<file path="src/rtl/cache_rd_arbiter_pkg.sv">
// Shared definitions for the cache read arbiter: FSM encoding, requester ids,
// read type codes and the line-granular hazard compare.
package cache_rd_arbiter_pkg;

    typedef enum logic [1:0] {
        ST_IDLE = 2'd0,
        ST_REQ  = 2'd1,
        ST_RESP = 2'd2
    } arb_state_t;

    localparam logic ID_ICACHE = 1'b0;
    localparam logic ID_DCACHE = 1'b1;

    localparam logic [2:0] RD_BYTE = 3'b000;
    localparam logic [2:0] RD_HALF = 3'b001;
    localparam logic [2:0] RD_WORD = 3'b010;
    localparam logic [2:0] RD_LINE = 3'b100;

    // True when both addresses fall in the same line (low ofs bits ignored).
    function automatic logic same_line(input logic [31:0] a, input logic [31:0] b, input int ofs);
        return (a >> ofs) == (b >> ofs);
    endfunction

endpackage

</file>
<file path="src/rtl/cache_rd_arbiter_prio_sel.sv">
// Grant selection between icache and dcache with an icache starvation guard.
// dcache normally wins; icache is forced through after STARVE_LIMIT losses.
module rd_prio_sel #(
    parameter int STARVE_LIMIT = 4
) (
    input  logic aclk,
    input  logic areset,
    input  logic arb_en,
    input  logic i_elig,
    input  logic d_elig,
    input  logic i_req,
    output logic grant_i,
    output logic grant_d
);

    logic [2:0] starve_cnt;
    logic       starved;

    assign starved = (starve_cnt == 3'(STARVE_LIMIT));

    always_comb begin
        grant_i = 1'b0;
        grant_d = 1'b0;
        if (arb_en) begin
            if (i_elig && starved)
                grant_i = 1'b1;
            else if (d_elig)
                grant_d = 1'b1;
            else if (i_elig)
                grant_i = 1'b1;
        end
    end

    // A loss counts whenever icache was asking, even if it was hazard-blocked.
    always_ff @(posedge aclk or posedge areset) begin
        if (areset)
            starve_cnt <= 3'd0;
        else if (grant_i)
            starve_cnt <= 3'd0;
        else if (grant_d && i_req && !starved)
            starve_cnt <= starve_cnt + 3'd1;
    end

endmodule

</file>
<file path="src/rtl/cache_rd_arbiter.sv">
// Merges icache and dcache reads onto a single-outstanding bridge read port,
// holding off reads that hit the line of an in-flight bridge write.
module cache_rd_arbiter
    import cache_rd_arbiter_pkg::*;
#(
    parameter int STARVE_LIMIT = 4,
    parameter int LINE_OFS     = 4
) (
    input  logic        aclk,
    input  logic        areset,
    input  logic        icache_rd_req,
    input  logic [2:0]  icache_rd_type,
    input  logic [31:0] icache_rd_addr,
    output logic        icache_rd_rdy,
    output logic        icache_ret_valid,
    output logic        icache_ret_last,
    output logic [31:0] icache_ret_data,
    input  logic        dcache_rd_req,
    input  logic [2:0]  dcache_rd_type,
    input  logic [31:0] dcache_rd_addr,
    output logic        dcache_rd_rdy,
    output logic        dcache_ret_valid,
    output logic        dcache_ret_last,
    output logic [31:0] dcache_ret_data,
    input  logic        wr_pending,
    input  logic [31:0] wr_pending_addr,
    output logic        rd_req,
    output logic [2:0]  rd_type,
    output logic [31:0] rd_addr,
    output logic        rd_id,
    input  logic        rd_rdy,
    input  logic        ret_valid,
    input  logic        ret_last,
    input  logic [31:0] ret_data
);

    arb_state_t  state, state_nxt;
    logic        arb_en, i_elig, d_elig, grant_i, grant_d;
    logic [2:0]  type_q;
    logic [31:0] addr_q;
    logic        id_q;
    logic        fwd_i, fwd_d;

    assign i_elig = icache_rd_req && !(wr_pending && same_line(icache_rd_addr, wr_pending_addr, LINE_OFS));
    assign d_elig = dcache_rd_req && !(wr_pending && same_line(dcache_rd_addr, wr_pending_addr, LINE_OFS));
    // Gating on areset keeps the combinational rdy low while reset is held.
    assign arb_en = (state == ST_IDLE) && !areset;

    rd_prio_sel #(.STARVE_LIMIT(STARVE_LIMIT)) u_prio (
        .aclk    (aclk),
        .areset  (areset),
        .arb_en  (arb_en),
        .i_elig  (i_elig),
        .d_elig  (d_elig),
        .i_req   (icache_rd_req),
        .grant_i (grant_i),
        .grant_d (grant_d)
    );

    always_ff @(posedge aclk or posedge areset) begin
        if (areset)
            state <= ST_IDLE;
        else
            state <= state_nxt;
    end

    always_comb begin
        state_nxt = state;
        case (state)
            ST_IDLE: if (grant_i || grant_d)     state_nxt = ST_REQ;
            ST_REQ:  if (rd_rdy)                 state_nxt = ST_RESP;
            ST_RESP: if (ret_valid && ret_last)  state_nxt = ST_IDLE;
            default:                             state_nxt = ST_IDLE;
        endcase
    end

    // Request is captured at grant so later wr_pending changes cannot disturb it.
    always_ff @(posedge aclk or posedge areset) begin
        if (areset) begin
            type_q <= 3'd0;
            addr_q <= 32'd0;
            id_q   <= 1'b0;
        end else if (grant_i) begin
            type_q <= icache_rd_type;
            addr_q <= icache_rd_addr;
            id_q   <= ID_ICACHE;
        end else if (grant_d) begin
            type_q <= dcache_rd_type;
            addr_q <= dcache_rd_addr;
            id_q   <= ID_DCACHE;
        end
    end

    always_comb begin
        icache_rd_rdy    = grant_i;
        dcache_rd_rdy    = grant_d;
        rd_req           = (state == ST_REQ);
        rd_type          = type_q;
        rd_addr          = addr_q;
        rd_id            = id_q;
        fwd_i            = (state == ST_RESP) && ret_valid && (id_q == ID_ICACHE);
        fwd_d            = (state == ST_RESP) && ret_valid && (id_q == ID_DCACHE);
        icache_ret_valid = fwd_i;
        icache_ret_last  = fwd_i && ret_last;
        icache_ret_data  = fwd_i ? ret_data : 32'd0;
        dcache_ret_valid = fwd_d;
        dcache_ret_last  = fwd_d && ret_last;
        dcache_ret_data  = fwd_d ? ret_data : 32'd0;
    end

endmodule
</file>
<file path="config.mk">
export PLATFORM = sky130hd
export DESIGN_NAME = cache_rd_arbiter
export DESIGN_NICKNAME = d
export VERILOG_FILES = /design/src/rtl/cache_rd_arbiter_pkg.sv /design/src/rtl/cache_rd_arbiter_prio_sel.sv /design/src/rtl/cache_rd_arbiter.sv
export SDC_FILE = /design/constraint.sdc
export NUM_CORES = 1
export LEC_CHECK = 0
export CORE_AREA = 2 2 100 102
export DETAILED_ROUTE_END_ITERATION = 12
export DIE_AREA = 0 0 102 104
export GPL_TIMING_DRIVEN = 0
export HOLD_SLACK_MARGIN = 0.1
export PLACE_DENSITY = 0.83
export SYNTH_ARGS = -nofsm -noshare
export SYNTH_HDL_FRONTEND = slang
export SYNTH_SLANG_ARGS = --single-unit
</file>
<file path="constraint.sdc">
create_clock -name aclk -period 3.3 [get_ports aclk]
set_input_delay 0.99 -clock aclk [delete_from_list [all_inputs] [get_ports aclk]]
set_output_delay 0.99 -clock aclk [all_outputs]
set_load 0.005 [all_outputs]
</file>
==> impl_metrics.toml, run 1 <==
[setup_path]
crit_fanout = 2
worst-endpoint-arrival_ns = 2.42
crit_required_ns = 2.31
reg2reg_setup_slack_ns = 1.17
crit_path_end_kind = "output pin"
cp-start-kind = "input pin"
crit_type = "in -> out"

[die]
die_h_um = 104
die_w_um = 102
num_io_pins = 249
fp.coreArea_um2 = 9550
initial_core_util = 0.328
rows = 36
dieArea_um2 = 10600

[logic_synthesis]
syn_nets = 462
synth.distinct_cells = 32
synth.avg_cell_area_um2 = 9.86
synth_area_um2 = 3140
ys_seq_area_frac = 0.327
ys_ff_latch = 41
synthCells = 318
yosysWarnings = 0

[clock_tree]
clkSlewWorstSetupHoldPaths_ns = 0.08
cts_tree = "yes"
ctsHtreeMaxLevel = 2
cts_hold_buf = 0
clk_latency_ns = 0.31
clock_path_buffers = 2
cts_num_sinks = 41
clock-root-buffer = "clkbuf_8"
cts_buffers = 5

[status]
violations = "negative setup slack"
status = "complete, but fails checks"

[power_and_ir_drop]
p_comb_frac = 0.571
p_seq_frac = 0.289
p_total_uw = 3010
p_int_uw = 1990
ir_drop_uv = 268
leakagePower_uw = 0.00278
switchingPower_uw = 1020
pwr-share-clk = 0.140
switching_share = 0.338
pwr_density_cell_nw_per_um2 = 484

[finish]
area_growth_pct = 98.6
final_cell_mix = "135 x clkdlybuf4s50_1, 66 x and2_1, 41 x dfrtp_1"
layout-drive-gt1-share = 0.265
n_fill_cell = 765
final_common_cell = "clkdlybuf4s50_1"
utilization = 0.652
fin_nets = 732

[sta]
hold_viol = 0
fin_skew_ns = 0.0119
worst_slack_ns = -0.109
setup_viol = 2
drv_slew = 0
slew_headroom = 0.618
fmax_ghz = 0.293
worst_pin_slew_ns = 0.573
rsz0062_at_grt = "true"
period_needed_ns = 3.41
period_share = 1.03

[route]
dr.pass1.iters = 7
drt_iter0_markers = 127
via_per_inst = 5.01
dr_total_vias = 3623
postRouteAntennaNets = 0
wl_per_cell_um = 18.9
drc_errors = 0
routed_wirelength_mm = 13.7

[grt]
grt_max_degree = 31
antenna_found_initial = 1
track_usage = 0.247
grt_overflow = 0
grt_pass1_vias = 3733
grt_first_pass_wirelength_mm = 20.4

[place]
gp_congestion = 0.821
io_buffer_count = 244
hpwlAfterDp_mm = 10.7

[min_path]
min_path_type = "reg -> reg"

[job]
maxCapViolCount = 0
registers in the layout (all words and copies together) (netlist names):
name               count
rd_addr               32
rd_type                3
u_prio.starve_cnt      3
state                  2
rd_id                  1
layout make-up:
cell class / instances / area [um^2] / share of cell area
plain buffers: 18 / 156 / 0.0251
inverters: 9 / 33.8 / 0.00543
well taps: 133 / 166 / 0.0267
clock buffers: 6 / 72.6 / 0.0117
clock inverters: 2 / 38.8 / 0.00623
flip-flops and latches: 41 / 1030 / 0.165
multi-input cells: 246 / 2310 / 0.371
repair buffers: 267 / 2420 / 0.388
diodes: 1 / 2.50 / 0.000402
path summary, 6_finish.rpt:
check	startpoint	end	depth (start not counted)
worst max-delay path	wr_pending_addr[10]	icache_rd_rdy	8
worst min-delay path	rd_type[1]$_DFFE_PP0P_	rd_type[1]$_DFFE_PP0P_	1
worst max register to register	state[1]$_DFFE_PP0P_	rd_addr[9]$_DFFE_PP0P_	7
worst min register to register	rd_type[1]$_DFFE_PP0P_	rd_type[1]$_DFFE_PP0P_	1
max in group asynchronous	areset	rd_addr[25]$_DFFE_PP0P_	3
min in group asynchronous	areset	rd_addr[8]$_DFFE_PP0P_	2
metrics by stage:
stage	TNS [ns]	hold WS [ns]	std cells	area, um^2	setup WS (ns)
6_report	-0.171	0.552	723	6230	-0.109
3_5_place_dp	-41.08	0.532	696	5760	-1.24
2_1_floorplan	0	0.529	318	3140	0.120
5_1_grt	-0.308	0.567	723	6230	-0.169
4_1_cts	-0.289	0.557	713	6140	-0.169
3_3_place_gp	-37.09	0.531	695	5740	-1.22
power by group through the flow:
stage | Sequential, uW | Clock, uW | Combinational (uW)
floorplan | 870 | 0 | 660
global placement | 859 | 0 | 1580
detailed placement | 872 | 0 | 1610
CTS | 870 | 423 | 1690
global route | 897 | 443 | 1840
finish | 871 | 421 | 1720
per-layer routing:
layer | track usage | up-vias | share of wire
met1 | 0.307 | 1765 | 0.40
li1 | - | 1682 | -
met4 | 0.0552 | 0 | 0.016
met5 | 0 | - | 0
met2 | 0.437 | 159 | 0.52
met3 | 0.0504 | 17 | 0.068
Yosys cell counts, drive strengths merged:
master  instances  area share
nand2           7      0.0084
a32o            1      0.0032
nand3           4      0.0064
nor2            1      0.0012
buf             8       0.021
and3            2      0.0040
a21o            2      0.0048
nor3            1      0.0032
a31oi           1      0.0020
o21ai           4      0.0064
a22o            1      0.0028
a31o            1      0.0028
o221a          35        0.13
inv             9       0.011
xnor2          56        0.16
dfrtp          41        0.33
nand4b          1      0.0076
clkbuf         14       0.017
a221o           1      0.0032
a21oi           4      0.0076
nand3b         35       0.084
nor4            4       0.022
nor2b           2      0.0040
and2           67        0.13
nand4          12       0.024
ha              2      0.0080
or3             2      0.0040
kinds of logic (layout without fill, tap and decap cells):
kind of cell,Yosys count,in the layout,share of synthesized area
flops,41,41,0.327
buf+inv,31,302,0.0483
other cells,0,1,0
compound gates,50,50,0.158
simple gates,138,138,0.302
fa+ha+maj,2,2,0.00798
xor+xnor,56,56,0.156
critical path, stage by stage:
cell and delay (ns):
clkdlybuf4s15_1 0.22, xnor2_1 0.18, nand4_1 0.16, nor4_4 0.36
buf_4 0.19, a21oi_4 0.06, and2_4 0.16, buf_6 0.11
timing repair:
| item | CTS | global route |
|---|---|---|
| gates cloned | 1 | 1 |
| endpoints found under the setup margin | 70 | 50 |
| buffers inserted | 10 | 10 |
| pin swaps | 70 | 40 |
| gates resized for setup | 304 | 80 |
No activity file was read; power rests on OpenSTA's default activity.
==> run 2, diff against run 1 <==
--- a/config.mk
+++ b/config.mk
@@ -5,12 +5,13 @@
 export SDC_FILE = /design/constraint.sdc
 export NUM_CORES = 1
 export LEC_CHECK = 0
-export CORE_AREA = 2 2 100 102
+export CORE_AREA = 2 2 99 101
 export DETAILED_ROUTE_END_ITERATION = 12
-export DIE_AREA = 0 0 102 104
+export DIE_AREA = 0 0 101 103
 export GPL_TIMING_DRIVEN = 0
 export HOLD_SLACK_MARGIN = 0.1
 export PLACE_DENSITY = 0.83
 export SYNTH_ARGS = -nofsm -noshare
 export SYNTH_HDL_FRONTEND = slang
+export SYNTH_HIERARCHICAL = 1
 export SYNTH_SLANG_ARGS = --single-unit
==> run 2 against run 1 <==
The flow still finishes with violations (negative setup slack). Cell count is 0.55% lower. Clock-buffer cell count stayed put. Register-to-register slack worse by 0.15 ns. Clock skew is 0.0068 ns lower. Highest routed layer is now met5. Critical path depth is 1 higher. Sequential power is 6.2% higher. Setup slack worse by 0.19 ns. Utilization is 2.8 points lower. Largest power group unchanged. First-iteration DRC count is 20% lower. Combinational power is 12% lower.
==> impl_metrics.toml, run 2 <==
[finish]
antenna_cells = 0
largest_reg_flops = 32
final_common_cell = "clkdlybuf4s50_1"
fin_nets = 748
final_cell_mix = "142 x clkdlybuf4s50_1, 67 x and2_1, 45 x dlygate4sd2_1"
layout-drive-gt1-share = 0.200
utilization = 0.624
fin_cells = 719
area_growth_pct = 96.5

[logic_synthesis]
ys_async_sr_fraction = 1.00
synth_top_family_by_area = "simple AND/OR/NAND/NOR gates"
syn_nets = 485
synth.distinct_cells = 24
yosysMostFrequentCell = "and2_1"
synthMuxAreaShare = 0.117
synth_top_area_frac = 0.342
yosysWarnings = 6
synthAdderAreaFrac = 0.00833
synth.avg_cell_area_um2 = 8.81
synth_compound_area_frac = 0.0816
yosys.area.top_type = "dfrtp_1"
synthTopCellsByArea = "dfrtp_1 34%, and2_1 14%, mux2i_1 12%"
synthSimpleGateAreaFrac = 0.256
ys_seq_area_frac = 0.342
ys_ff_latch = 41
synth_area_um2 = 3000
synthCells = 341
synthFlopType = "dfrtp_1"
synth_xor_area_frac = 0.163
synth_edf_count = 0
synthTopCellsByCount = "67 x and2_1, 41 x dfrtp_1, 40 x nand2_1"

[min_path]
min_path_type = "reg -> reg"

[die]
rows = 36
initial_core_util = 0.318
fp.coreArea_um2 = 9460
num_io_pins = 249
die_w_um = 101
die_h_um = 103
dieArea_um2 = 10400

[sta]
fin_skew_ns = 0.00505
period_share = 1.09
fmax_ghz = 0.278
setup_viol = 2
rsz0062_at_grt = "true"
worst_slack_ns = -0.300
hold_viol = 0
period_needed_ns = 3.60
slew_headroom = 0.418
drv_slew = 0
worst_pin_slew_ns = 0.871

[setup_path]
crit_required_ns = 2.31
crit_path_end_kind = "output pin"
cp-start-kind = "input pin"
worst-endpoint-arrival_ns = 2.61
crit_fanout = 2
crit_type = "in -> out"

[clock_tree]
cts_buffers = 5
clkSlewWorstSetupHoldPaths_ns = 0.09
cts_hold_buf = 0
cts_num_sinks = 41
clk_latency_ns = 0.30
ctsHtreeMaxLevel = 2
clock-root-buffer = "clkbuf_8"
clock_path_buffers = 2
cts_tree = "yes"

[grt]
antenna_found_initial = 1
track_usage = 0.259
grt_max_degree = 39
grt_overflow = 0
grt_first_pass_wirelength_mm = 20.3
grt_pass1_vias = 3725

[route]
wl_per_cell_um = 19.0
postRouteAntennaNets = 0
via_per_inst = 5.02
dr.pass1.iters = 5
drc_errors = 0
drt_iter0_markers = 102
routed_wirelength_mm = 13.7
dr_total_vias = 3606

[place]
dp.cells = 699
hpwlAfterDp_mm = 10.8
gp_congestion = 0.829
io_buffer_count = 244
pre_cts_ws_ns = -1.21

[status]
status = "complete, but fails checks"
violations = "negative setup slack"

[power_and_ir_drop]
pwr_density_cell_nw_per_um2 = 490
ir_drop_uv = 396
leakagePower_uw = 0.00250

[job]
maxCapViolCount = 0
[run 2: cell types whose count changed in the layout (fill, tap and decap cells not counted), moves of 8 or more]
cell	previous run	this run
dlygate4sd2_1	22	45
nand2_1	4	39
o21ai_0	3	37
clkbuf_8	5	13
o221a_1	35	0
mux2i_1	0	35
xor2_1	0	20
xor2_2	0	18
nand3b_1	35	0
xnor2_2	31	2
nor4_2	0	8
buf_6	14	3
dlymetal6s2s_1	12	1
buf_4	20	9
[run 2: worst paths after layout]
kind                                    startpoint                                to  slack (ns)  depth (start not counted)
hold / removal             rd_addr[26]$_DFFE_PP0P_           rd_addr[26]$_DFFE_PP0P_        0.58                          2
setup reg to reg              state[1]$_DFFE_PP0P_           rd_addr[31]$_DFFE_PP0P_        1.02                          7
max in group asynchronous                   areset           rd_addr[14]$_DFFE_PP0P_        1.48                          2
min in group asynchronous                   areset  u_prio/starve_cnt[2]$_DFFE_PP0P_        0.96                          2
hold reg to reg            rd_addr[26]$_DFFE_PP0P_           rd_addr[26]$_DFFE_PP0P_        0.58                          2
setup / recovery               wr_pending_addr[20]                     dcache_rd_rdy       -0.30                          9
[run 2: final cells by class]
type	count	area, um^2
Buffer	17	143
Clock buffer	6	82.6
Clock inverter	2	37.5
Fill cell	808	3560
Inverter	4	15.0
Multi-Input combinational cell	280	2130
Sequential cell	41	1030
Tap cell	114	143
Timing Repair Buffer	255	2330
[run 2: through the flow]
| stage | TNS [ns] | hold slack, ns | total power [uW] | cell area, um^2 |
|---|---|---|---|---|
| after global placement | -60.13 | 0.528 | 2350 | 5590 |
| after detailed placement | -61.03 | 0.547 | 2400 | 5590 |
| after global routing | -0.604 | 0.622 | 3080 | 5900 |
| after CTS | -0.467 | 0.581 | 2900 | 5910 |
| final | -0.519 | 0.584 | 2890 | 5900 |
| after floorplan | 0 | 0.489 | 1430 | 3000 |
[run 2: per-layer routing]
metal	up-vias	wire [um]	global-route usage	part of all wire
li1	1659	-	-	-
met1	1713	4950	0.277	0.36
met2	210	7160	0.495	0.52
met3	22	1160	0.0651	0.085
met4	2	386	0.0873	0.028
met5	-	10	0	0.00073
[run 2: logic make-up after synthesis]
group / Yosys count
flops: 41
compound gates: 46
fa+ha+maj: 2
buf+inv: 22
mux: 35
simple gates: 139
xor+xnor: 56
[run 2: critical path, cell delays in order]
cell and delay, ns:
clkdlybuf4s15_2 0.21, xor2_2 0.18, nor4_2 0.25, nand3_1 0.13
o41a_1 0.43, buf_4 0.16, nand2_2 0.07, a21oi_2 0.05
buf_2 0.13
[run 2: power breakdown]
| group | leakage [uW] | total [uW] | switching [uW] | internal [uW] |
|---|---|---|---|---|
| clock | 0.0000574 | 445 | 199 | 246 |
| sequential | 0.000499 | 925 | 175 | 750 |
| combinational | 0.00195 | 1520 | 605 | 915 |
| total | 0.00250 | 2890 | 978 | 1910 |
[run 2: timing repair]
item | 4_1_cts | 5_1_grt
setup endpoints to repair | 107 | 47
setup buffers | 6 | 0
gates resized for setup | 277 | 30
gates cloned | 7 | 0
pin swaps | 49 | 16
